<file path="src/rtl/dark_clk_pkg.sv">
// Shared defaults and reset-release state encoding for the darksoc clock/reset front end.
package dark_clk_pkg;

  localparam int DIV_W_DFLT   = 19;
  localparam int DIV_RST_DFLT = 262144;

  typedef enum logic [1:0] {
    IDLE = 2'd0,
    HOLD = 2'd1,
    RUN  = 2'd2
  } rel_state_e;

endpackage

</file>
<file path="src/rtl/dark_rst_sync.sv">
// Two-flop reset synchroniser: asserts asynchronously, releases on the second clock edge.
module dark_rst_sync (
  input  logic clk,
  input  logic rst_n,
  output logic rst_n_sync
);

  logic [1:0] sync;

  always_ff @(posedge clk or negedge rst_n) begin
    if (!rst_n) begin
      sync <= 2'b00;
    end else begin
      sync <= {sync[0], 1'b1};
    end
  end

  assign rst_n_sync = sync[1];

endmodule

</file>
<file path="src/rtl/dark_clkrst_gen.sv">
// XCLK divider with glitch-free divisor reload and a core reset released on a clk_out falling edge.
// Optional heartbeat output is built only when CLKGEN_HEARTBEAT_EN is defined.
module dark_clkrst_gen
  import dark_clk_pkg::*;
#(
  parameter int DIV_W    = DIV_W_DFLT,
  parameter int DIV_RST  = DIV_RST_DFLT,
  parameter int HOLD_N   = 16,
  parameter int HB_SHIFT = 4
) (
  input  logic             XCLK,
  input  logic             XRES,
  input  logic             div_wr,
  input  logic [DIV_W-1:0] div_val,
  output logic             div_busy,
  output logic             clk_out,
  output logic             tick,
  output logic             rst_n_out,
  output logic             locked,
  output logic             hb
);

  localparam int HOLD_W = (HOLD_N > 0) ? $clog2(HOLD_N + 1) : 1;
  localparam logic [DIV_W-1:0]  DIV_RST_V = DIV_W'(DIV_RST);
  localparam logic [HOLD_W-1:0] HOLD_MAX  = HOLD_W'(HOLD_N);

  logic [DIV_W-1:0]  cnt;
  logic [DIV_W-1:0]  half;
  logic [DIV_W-1:0]  pend;
  logic [DIV_W-1:0]  half_eff;
  logic              term;
  logic              rise;
  logic              fall;
  logic              xres_sync;
  rel_state_e        state, state_nxt;
  logic [HOLD_W-1:0] hold, hold_nxt;
  logic              rst_n_nxt;

  assign half_eff = (half == '0) ? DIV_W'(1) : half;
  assign term     = (cnt == half_eff - DIV_W'(1));
  assign rise     = term & ~clk_out;
  assign fall     = term &  clk_out;

  // A new divisor only lands on a terminal, so it governs whole half-periods.
  always_ff @(posedge XCLK or negedge XRES) begin
    if (!XRES) begin
      cnt      <= '0;
      half     <= DIV_RST_V;
      pend     <= '0;
      clk_out  <= 1'b0;
      tick     <= 1'b0;
      div_busy <= 1'b0;
    end else begin
      tick <= term;
      if (term) begin
        cnt     <= '0;
        clk_out <= ~clk_out;
        if (div_busy) half <= pend;
      end else begin
        cnt <= cnt + DIV_W'(1);
      end
      if (div_wr) begin
        pend     <= div_val;
        div_busy <= 1'b1;
      end else if (term) begin
        div_busy <= 1'b0;
      end
    end
  end

  dark_rst_sync u_rst_sync (
    .clk        (XCLK),
    .rst_n      (XRES),
    .rst_n_sync (xres_sync)
  );

  always_ff @(posedge XCLK or negedge XRES) begin
    if (!XRES) begin
      state     <= IDLE;
      hold      <= '0;
      rst_n_out <= 1'b0;
    end else begin
      state     <= state_nxt;
      hold      <= hold_nxt;
      rst_n_out <= rst_n_nxt;
    end
  end

  // Count core-clock rising edges, then release on the next falling edge.
  always_comb begin
    state_nxt = state;
    hold_nxt  = hold;
    rst_n_nxt = rst_n_out;
    case (state)
      IDLE: begin
        if (xres_sync) state_nxt = HOLD;
      end
      HOLD: begin
        if (rise && hold != HOLD_MAX) hold_nxt = hold + HOLD_W'(1);
        if (fall && hold == HOLD_MAX) begin
          state_nxt = RUN;
          rst_n_nxt = 1'b1;
        end
      end
      RUN: begin
        rst_n_nxt = 1'b1;
      end
      default: begin
        state_nxt = IDLE;
      end
    endcase
  end

  assign locked = rst_n_out;

`ifdef CLKGEN_HEARTBEAT_EN
  logic [HB_SHIFT:0] hb_cnt;

  always_ff @(posedge XCLK or negedge XRES) begin
    if (!XRES) begin
      hb_cnt <= '0;
    end else if (!rst_n_out) begin
      hb_cnt <= '0;
    end else if (rise) begin
      hb_cnt <= hb_cnt + 1'b1;
    end
  end

  assign hb = hb_cnt[HB_SHIFT];
`else
  // Constant 0; HB_SHIFT only shapes the heartbeat build.
  assign hb = (HB_SHIFT < 0);
`endif

endmodule

</file>
<file path="config.mk">
export PLATFORM = sky130hd
export DESIGN_NAME = dark_clkrst_gen
export DESIGN_NICKNAME = d
export VERILOG_FILES = /design/src/rtl/dark_clk_pkg.sv /design/src/rtl/dark_rst_sync.sv /design/src/rtl/dark_clkrst_gen.sv
export SDC_FILE = /design/constraint.sdc
export NUM_CORES = 1
export LEC_CHECK = 0
export CAP_MARGIN = 20
export CELL_PAD_IN_SITES_DETAIL_PLACEMENT = 0
export CELL_PAD_IN_SITES_GLOBAL_PLACEMENT = 2
export CORE_MARGIN = 4
export CORE_UTILIZATION = 39
export DETAILED_ROUTE_END_ITERATION = 16
export PLACE_DENSITY_LB_ADDON = 0.08
export SLEW_MARGIN = 25
export SYNTH_ARGS = -nofsm -noshare
export SYNTH_HDL_FRONTEND = slang
export SYNTH_SLANG_ARGS = --single-unit
</file>
<file path="constraint.sdc">
create_clock -name XCLK -period 6.1 [get_ports XCLK]
set_clock_uncertainty 0.1 [all_clocks]
set_input_delay 0.61 -clock XCLK [delete_from_list [all_inputs] [get_ports XCLK]]
set_output_delay 0.61 -clock XCLK [all_outputs]
set_load 0.01 [all_outputs]
</file>
==> impl_metrics.yaml <==
power:
  switching_power_mw: 0.323
  cell_internal_pwr_mw: 0.858
  power_density_nw_per_um2: 270
  sw_frac_of_total_pct: 27.3
  power_leakage_nw: 1.88
  pwr-share-seq_pct: 47.1
  combPwrFrac_pct: 13.8
  power_frac_clock_pct: 39.0
  peakVddDrop_mv: 0.188
  p_total_mw: 1.18
synthesis:
  ys_seq_elements: 70
  netlist_instances: 353
  synth_ff_type: "dfrtp_1"
  yosys-top-cells-count: "dfrtp_1 (69), nor2_1 (36), mux2_2 (29)"
  syn_area_um2: 3790
  yosysMostFrequentCell: "dfrtp_1"
  synth_top_area_share_pct: 45.6
  syn_avg_cell_area_um2: 10.7
  synth_edf_count: 0
  synth.area.top_cells: "dfrtp_1 (46%), mux2_2 (8.6%), xor2_1 (6.0%)"
  seq_area_frac_synth_pct: 46.3
  syn_nets: 379
  synthArstFlopShare_pct: 100
  yosysUniqueCellTypes: 57
  synth_warnings: 0
  yosys.area.top_type: "dfrtp_1"
timing:
  max_slew_margin_pct: 41.2
  rsz0062_at_grt: "false"
  hold_violations: 0
  maxSlewViolCount: 0
  fmax_mhz: 205
  setup_viol: 0
  period_minus_slack_ns: 4.87
  finalCritPeriodShare_pct: 79.8
  hold_slack_ns: 0.260
  worstMarginPinSlew_ns: 0.881
  finalSetupTns_ns: 0
worst_setup_path:
  start_kind: "flop"
  r2r-end: "half[6]"
  cp_num_buf_inv: 1
  crit_path_end_kind: "flop"
  cpMostUsedCell: "or4_1"
  cp.required_ns: 6.24
  r2r_cells: 12
  crit_fanout: 19
  critical_path.top_delay_family: "simple AND/OR/NAND/NOR gates"
  reg2reg_from: "half[10]"
  critical-path-max-stage-delay_ns: 0.67
  slowest_stage: "nor3_1"
  crit_type: "reg -> reg"
  r2r_setup_slack_ns: 1.23
  cp_cell_sequence: "or4_1, nor3_1, a31oi_1, ha_1, nand2b_1, a211oi_1, o31ai_1, a211o_1, or4_1, nor4_4, buf_4, mux2_2"
  cp_data_arrival_time_ns: 5.01
global_route:
  antenna_found_initial: 0
  grt_pass1_wl_um: 13800
  grt_max_degree: 71
  grt_overflow: 0
  track_usage_pct: 15.6
  grt_pass1_vias: 2711
floorplan:
  die_w_um: 107
  core-area_um2: 9370
  initial_core_util_pct: 40.4
  rows: 35
  die_area_um2: 11400
  boundaryPins: 28
  dieHeight_um: 107
place:
  routabilityCongestion: 0.797
  port_buffers: 26
  dp_hpwl_um: 5930
clock_network:
  cts_hold_buf: 0
  clk_latency_ns: 0.35
  h-tree-depth: 3
  cts-buffers-inserted: 9
  post_cts_buffers: 0
  cts_sinks: 70
  cts_tree: "done"
  path_clk_slew_ns: 0.08
  cts_root_buf: "clkbuf_8"
  cts_max_path_buffers: 2
  cts_resized: 0
detailed_routing:
  drcViolationCount: 0
  first_pass_iters: 5
  wire_per_inst_um: 16.4
  route.vias.total: 2701
  via_per_inst: 5.33
  wirelength_um: 8310
  drt-initial-drc-count: 96
  postRouteAntennaNets: 0
layout:
  final_net_count: 399
  diodes: 0
  area.growth.synth_to_final_pct: 15.4
  regArea_um2: 1750
  multi_input_area_um2: 1910
  fillers: 922
  drive_gt1_share_pct: 17.5
  final_util_pct: 46.7
hold_path:
  min_path_type: "reg -> reg"
  min_path_cells: 0
  min-delay-start: "u_rst_sync.sync[0]"
  hold_path_end: "u_rst_sync.sync[1]"
outcome:
  status: "completed"
run:
  cap_violations: 0
-- cell families after synthesis --
kind of cell,count (synthesis),share of synthesized area [%]
adders and majority gates,4,1.32
other,2,0.198
muxes,42,13.4
AOI/OAI and AO/OA,32,6.24
and+or+nand+nor,139,20.6
buffers and inverters,27,3.43
xor gates and xnor gates,37,8.55
DFF,70,46.3
-- final cells by class --
| type | count | share of cell area [%] |
|---|---|---|
| multi-input combinational | 256 | 43.7 |
| inverter | 7 | 0.601 |
| clock inverter | 7 | 2.75 |
| clock buffer | 9 | 2.83 |
| tap | 129 | 3.69 |
| sequential | 70 | 40.1 |
| timing repair buffer | 29 | 6.35 |
-- power groups by stage --
stage | combinational [mW] | clock [mW] | sequential [mW]
global placement | 0.162 | 0 | 0.567
CTS | 0.165 | 0.476 | 0.558
detailed placement | 0.164 | 0 | 0.567
global route | 0.184 | 0.499 | 0.563
finish | 0.163 | 0.461 | 0.557
floorplan | 0.132 | 0 | 0.538
-- routing by layer --
layer,track usage (%),vias to the layer above,wire length (um)
met4,4.38,0,156
met1,19.6,1332,3840
met5,0,-,0
met3,5.36,11,322
li1,-,1309,-
met2,25.5,49,3990
-- how the worst max path moves through the flow --
| stage | end | cells past startpoint | slack (ns) | start |
|---|---|---|---|---|
| floorplan | half[10] | 15 | 1.55 | half[10] |
| global placement | half[5] | 12 | 1.39 | half[10] |
| detailed placement | half[7] | 12 | 1.27 | half[10] |
| CTS | half[7] | 12 | 1.25 | half[10] |
| global route | half[5] | 12 | 0.93 | half[10] |
| finish | half[6] | 12 | 1.23 | half[10] |
-- layout by cell type, fill, tap and decap left out, drive strengths merged, types with 3 or more instances in the layout --
cell type / Yosys / routed
mux2: 39 / 39
nor2b: 4 / 4
nor2: 36 / 36
xor2: 26 / 26
mux2i: 3 / 3
nand4: 8 / 8
bufinv: 0 / 3
o21ai: 4 / 4
a211oi: 4 / 4
nand2: 16 / 16
ha: 4 / 4
and3: 8 / 8
nor4b: 3 / 3
xnor2: 11 / 11
inv: 7 / 9
nand4b: 3 / 3
nand3b: 3 / 3
clkbuf: 13 / 9
clkdlybuf4s50: 0 / 25
nand2b: 4 / 4
a21oi: 3 / 3
dfrtp: 69 / 69
buf: 7 / 4
nor3: 13 / 13
nand3: 10 / 10
or4: 8 / 8
nor3b: 4 / 4
nor4: 13 / 13
o31ai: 3 / 3
-- state kept, by name (all words and copies together) (netlist names) --
name             cells
tick                 1
locked               1
cnt                 19
clk_out              1
half                19
u_rst_sync.sync      2
hold                 5
pend                19
div_busy             1
state                2
-- metrics by stage --
stage	setup WS [ns]	area [um2]	instances
global placement	1.39	4130	491
CTS	1.25	4370	507
finish	1.23	4370	507
detailed placement	1.27	4130	491
floorplan	1.55	3790	353
global route	0.927	4370	507
No activity file was read; power rests on OpenSTA's default activity.
